==> src/rtl/osc_freq_monitor.sv <==
// Multi-channel oscillator frequency monitor: counts synchronised toggle edges over a fixed
// gate window and checks each count against per-channel runtime limits.
module osc_freq_monitor #(
    parameter int unsigned NUM_CH      = 3,
    parameter int unsigned CNT_W       = 16,
    parameter int unsigned GATE_CYCLES = 50000,
    parameter int unsigned SYNC_STAGES = 2
) (
    input  logic                    CLK,
    input  logic                    RESET,
    input  logic                    EN,
    input  logic                    CLEAR,
    input  logic [NUM_CH-1:0]       TOGGLE_IN,
    input  logic [NUM_CH*CNT_W-1:0] LIMIT_LO,
    input  logic [NUM_CH*CNT_W-1:0] LIMIT_HI,
    output logic [NUM_CH*CNT_W-1:0] COUNT_OUT,
    output logic                    VALID,
    output logic [NUM_CH-1:0]       FAIL,
    output logic                    OK,
    output logic                    BUSY
);

    localparam int unsigned GATE_W = (GATE_CYCLES > 1) ? $clog2(GATE_CYCLES) : 1;
    localparam logic [GATE_W-1:0] GATE_LAST = GATE_W'(GATE_CYCLES - 1);
    localparam logic [CNT_W-1:0] CNT_MAX = '1;

    typedef enum logic [1:0] {
        StIdle,
        StMeasure,
        StLatch
    } state_e;

    state_e state_q, state_d;

    logic [GATE_W-1:0]                  gate_q, gate_d;
    logic [NUM_CH-1:0][CNT_W-1:0]       cnt_q, cnt_d;
    logic [NUM_CH-1:0][CNT_W-1:0]       count_out_q, count_out_d;
    logic [SYNC_STAGES-1:0][NUM_CH-1:0] sync_q, sync_d;
    logic [NUM_CH-1:0]                  hist_q, hist_d;
    logic [NUM_CH-1:0]                  fail_q, fail_d;
    logic                               valid_q, valid_d;
    logic                               ok_q, ok_d;
    logic                               busy_q, busy_d;

    logic [NUM_CH-1:0][CNT_W-1:0]       lim_lo, lim_hi;
    logic [NUM_CH-1:0]                  edge_det;
    logic [NUM_CH-1:0]                  pass;

    assign lim_lo = LIMIT_LO;
    assign lim_hi = LIMIT_HI;

    // Edge = output of the last synchroniser stage differing from its history copy.
    assign edge_det = sync_q[SYNC_STAGES-1] ^ hist_q;

    always_comb begin
        sync_d[0] = TOGGLE_IN;
        for (int unsigned s = 1; s < SYNC_STAGES; s++) begin
            sync_d[s] = sync_q[s-1];
        end
        hist_d = sync_q[SYNC_STAGES-1];
    end

    // Inclusive unsigned window; LO > HI can never pass.
    always_comb begin
        for (int unsigned i = 0; i < NUM_CH; i++) begin
            pass[i] = (cnt_q[i] >= lim_lo[i]) && (cnt_q[i] <= lim_hi[i]);
        end
    end

    always_comb begin
        state_d     = state_q;
        gate_d      = gate_q;
        cnt_d       = cnt_q;
        count_out_d = count_out_q;
        ok_d        = ok_q;
        valid_d     = 1'b0;
        fail_d      = CLEAR ? '0 : fail_q;

        unique case (state_q)
            StIdle: begin
                if (EN) begin
                    state_d = StMeasure;
                    gate_d  = '0;
                    cnt_d   = '0;
                end
            end
            StMeasure: begin
                if (!EN) begin
                    state_d = StIdle;
                end else begin
                    gate_d = gate_q + GATE_W'(1);
                    for (int unsigned i = 0; i < NUM_CH; i++) begin
                        if (edge_det[i] && (cnt_q[i] != CNT_MAX)) begin
                            cnt_d[i] = cnt_q[i] + CNT_W'(1);
                        end
                    end
                    if (gate_q == GATE_LAST) begin
                        state_d = StLatch;
                    end
                end
            end
            StLatch: begin
                count_out_d = cnt_q;
                ok_d        = &pass;
                fail_d      = fail_d | ~pass;
                valid_d     = 1'b1;
                if (EN) begin
                    state_d = StMeasure;
                    gate_d  = '0;
                    cnt_d   = '0;
                end else begin
                    state_d = StIdle;
                end
            end
            default: begin
                state_d = StIdle;
            end
        endcase

        busy_d = (state_d != StIdle);
    end

    always_ff @(posedge CLK) begin
        if (RESET) begin
            state_q     <= StIdle;
            gate_q      <= '0;
            cnt_q       <= '0;
            count_out_q <= '0;
            sync_q      <= '0;
            hist_q      <= '0;
            fail_q      <= '0;
            valid_q     <= 1'b0;
            ok_q        <= 1'b0;
            busy_q      <= 1'b0;
        end else begin
            state_q     <= state_d;
            gate_q      <= gate_d;
            cnt_q       <= cnt_d;
            count_out_q <= count_out_d;
            sync_q      <= sync_d;
            hist_q      <= hist_d;
            fail_q      <= fail_d;
            valid_q     <= valid_d;
            ok_q        <= ok_d;
            busy_q      <= busy_d;
        end
    end

    assign COUNT_OUT = count_out_q;
    assign VALID     = valid_q;
    assign FAIL      = fail_q;
    assign OK        = ok_q;
    assign BUSY      = busy_q;

endmodule

==> config.mk <==
export PLATFORM = sky130hd
export DESIGN_NAME = osc_freq_monitor
export DESIGN_NICKNAME = d
export VERILOG_FILES = /design/src/rtl/osc_freq_monitor.sv
export SDC_FILE = /design/constraint.sdc
export NUM_CORES = 1
export LEC_CHECK = 0
export CAP_MARGIN = 20
export CORE_MARGIN = 2
export CORE_UTILIZATION = 52
export CTS_CLUSTER_DIAMETER = 60
export CTS_CLUSTER_SIZE = 24
export DETAILED_ROUTE_END_ITERATION = 16
export GPL_TIMING_DRIVEN = 1
export PLACE_DENSITY_LB_ADDON = 0.05
export SETUP_SLACK_MARGIN = 0.3
export SLEW_MARGIN = 20
export SYNTH_ARGS = -nofsm -noshare
export SYNTH_HDL_FRONTEND = slang
export SYNTH_SLANG_ARGS = --single-unit
==> constraint.sdc <==
create_clock -name CLK -period 3.2 [get_ports CLK]
set_input_delay 0.64 -clock CLK [delete_from_list [all_inputs] [get_ports CLK]]
set_output_delay 0.64 -clock CLK [all_outputs]
set_load 0.01 [all_outputs]
==> metrics.md <==
| Metric | Value |
|---|---|
| Run status | `finished clean` |
| WS Path Type | `in2reg` |
| Syn avg cell area | `about 7.9 sq um` |
| Slew margin rel. | `0.461` |
| Max Buffers Root-to-Sink | `2` |
| Hold Buf Count CTS | `0` |
| Hold Slack | `approximately 0.44 ns` |
| Cell taking the most area after synthesis | `dfxtp_1` |
| Overall routing resource usage | `0.247` |
| Min-delay worst type | `reg2reg` |
| Starting Density | `0.534` |
| Max Slew Vio Count | `0` |
| Post-DRT Antenna Nets | `0` |
| Area Overhead vs Synth | `32.9%` |
| Worst-Margin Slew | `slightly above 0.8 ns` |
| CP delay by family, top | `simple AND/OR/NAND/NOR gates` |
| Cells along the critical path | `clkdlybuf4s50_1 -> inv_1 -> ha_1 -> nand4_1 -> or4_4 -> or3_1 -> a22o_1 -> or4_4 -> a21oi_2` |
| Core area | `~14,000 sq um` |
| DR vias | `6,782` |
| DP HPWL | `13,700 microns` |
| Synth area leaders | `dfxtp_1, ha_1, nand2_1` |
| Max cap viols | `0` |
| Setup_tns | `0 ns` |
| Cells after Synth | `between 900 and 1,000` |
| Die Ht | `about 120 microns` |
| Vias in the first global route | `~6,400` |
| Most frequent CP cell | `or4_4` |
| Crit path max-delay cell type | `or4_4` |
| Num CTS Buffers | `17` |
| I/O pins | `157` |
| Fraction of registers with async set/reset | `0` |
| Cell row count | `between 40 and 50` |
| Htree depth | `4` |
| DR WL/cell | `about 14 microns` |
| Largest vdd supply drop | `about 0.00033 V` |
| Prevailing post-synth register cell | `dfxtp_1` |
| RSZ-0062 raised after global routing | `no` |
| Clock sinks | `between 100 and 150` |
| Gr ovfl total | `0` |
| Average vias per placed instance | `5.21` |
| CP Capture Type | `flip-flop` |
| Syn nets | `1,146` |
| Yosys warnings | `0` |
| Sequential share of the synthesized area | `0.348` |
| First-pass GRT wire length | `around 30,000 microns` |
| Synth unique cells | `46` |
| Commonest non-fill, non-tap cells in the layout | `clkdlybuf4s50_1, nand2_1, dfxtp_1` |
| Die ar. | `approximately 15,000 sq um` |
| Worst-path fanout max | `2` |
| N_diodes | `0` |
| Final nets | `around 1,300` |
| Chip width | `between 100 and 150 microns` |
| Total Power | `3.76 mW` |
| EDFF count, synth | `0` |
| Critical Path AT | `between 3 and 4 ns` |
| Max Freq | `between 300 and 400 MHz` |
| Leakage power figure | `4.19 nW` |
| Final setup viols | `0` |
| Pin count of the biggest net entering global routing | `75` |
| Gpl congestion | `0.839` |
| Hold Violations, Final | `0` |
| DRC viols | `0` |
| Drt first pass iters | `5` |
| Port-buffer cells | `156` |
| CTS tree | `yes` |
| Crit share post-route | `0.880` |
| Commonest non-fill, non-tap cell in the layout | `clkdlybuf4s50_1` |
| Insertion delay to the later sink of the worst-skew pair | `approximately 0.4 ns` |
| WP buf/inv | `2` |
| PwrDens | `between 300 and 400 nW/um^2` |
| Share of cells above drive strength 1 | `0.0562` |
| 1st-iter DRT viols | `380` |
| Fin area | `roughly 9900 sq um` |
| Root Buffer | `clkbuf_16` |
| Synth top area share | `0.348` |
| Placed Area | `9230 sq um` |
| CP Data Required Time | `3.54 ns` |
| Post-Syn Area | `about 7400 sq um` |
| Setup Skew | `0.0115 ns` |
| Tmin final | `2.82 ns` |
| Reg clk slew, reported paths | `approximately 0.06 ns` |
| CP max stage delay | `~0.50 ns` |
| Final WL | `about 18,000 microns` |
| Initial antenna violation count | `0` |
| Startpoint types | `input pin` |
| #FFs+latches synth | `roughly 130` |
[flip-flops by register name (all words and copies together) (netlist names)]
| register | count |
|---|---|
| BUSY | 1 |
| COUNT_OUT | 48 |
| FAIL | 3 |
| OK | 1 |
| VALID | 1 |
| cnt_q | 48 |
| gate_q | 16 |
| hist_d | 3 |
| hist_q | 3 |
| state_q | 2 |
| sync_d | 3 |
[what timing repair did]
action                     in CTS  in global routing
gates resized for setup         0                  6
setup buffers                   0                  1
setup endpoints to repair       0                  1
[stage by stage]
step,instances,worst slack (ns),utilization
5_1_grt,1301,0.298,0.710
3_3_place_gp,1268,-0.0213,0.665
2_1_floorplan,943,0.549,-
6_report,1301,0.384,0.710
4_1_cts,1300,0.328,0.706
3_5_place_dp,1268,-0.0897,0.665
[area by class of cell]
class	instances	area, sq um
clock buffer	24	492
timing repair buffer	175	1700
clock inverter	8	77.6
fill	1153	4030
multi-input combinational	681	4390
inverter	104	390
tap	180	225
sequential	129	2580
[synthesized netlist by cell type, types with 2 or more instances]
library cell  instances
o211ai_1              6
or4_1                 2
xor2_1               25
a41oi_2               2
nor3_1                8
nor4_1                5
a21boi_0              2
buf_1                 4
nand2b_1              4
nand3_1              25
or3_1                13
o221ai_1              3
o21ai_0              27
and4_1                4
nand2_1             144
dfxtp_1             129
a31oi_1               6
nor3b_1               3
o31ai_1               3
a21o_1                6
nor2b_1              18
xnor2_1              23
a211oi_1              6
a211o_1               2
nand4_1              28
buf_2                 2
inv_1               104
nor2_1               92
a21oi_1              97
and2_1                4
clkbuf_1             23
ha_1                100
and3_1               10
[power breakdown]
part | internal (mW) | total [mW] | switching (mW)
logic | 0.168 | 0.295 | 0.127
clock network | 1.15 | 1.84 | 0.693
registers | 1.61 | 1.62 | 0.00656
total | 2.93 | 3.76 | 0.827
[layer usage]
layer	share of wire	up-vias	wire (microns)	GRT usage
met3	0.041	21	761	0.0383
li1	-	3532	-	-
met5	0	-	0	0
met1	0.47	3079	8700	0.325
met4	0.017	0	322	0.0760
met2	0.47	150	8700	0.415
[worst reg2reg max path, cell delays in order, from the launching register on]
cell	delay, ns
dfxtp_1	0.54
ha_1	0.32
buf_4	0.14
a21oi_1	0.13
nand2_1	0.07
a221oi_1	0.26
o221ai_1	0.18
a22o_1	0.30
or4_4	0.42
a21oi_2	0.14
[cells by family (layout without fill, tap and decap cells)]
| logic type | count (synthesis) | in the layout | synth area share |
|---|---|---|---|
| compound gates | 170 | 170 | 0.134 |
| xor+xnor | 48 | 48 | 0.0567 |
| fa+ha+maj | 100 | 100 | 0.169 |
| buf+inv | 133 | 311 | 0.0677 |
| flops | 129 | 129 | 0.348 |
| simple gates | 363 | 363 | 0.224 |
[final timing paths]
path	from	end	slack (ns)	cells after the start
setup / recovery	LIMIT_HI[42]	OK	0.38	9
hold / removal	sync_d[5]	hist_d[2]	0.44	1
setup reg to reg	cnt_q[42]	OK	0.62	9
hold reg to reg	sync_d[5]	hist_d[2]	0.44	1
Power figures use the tool's default switching activity.
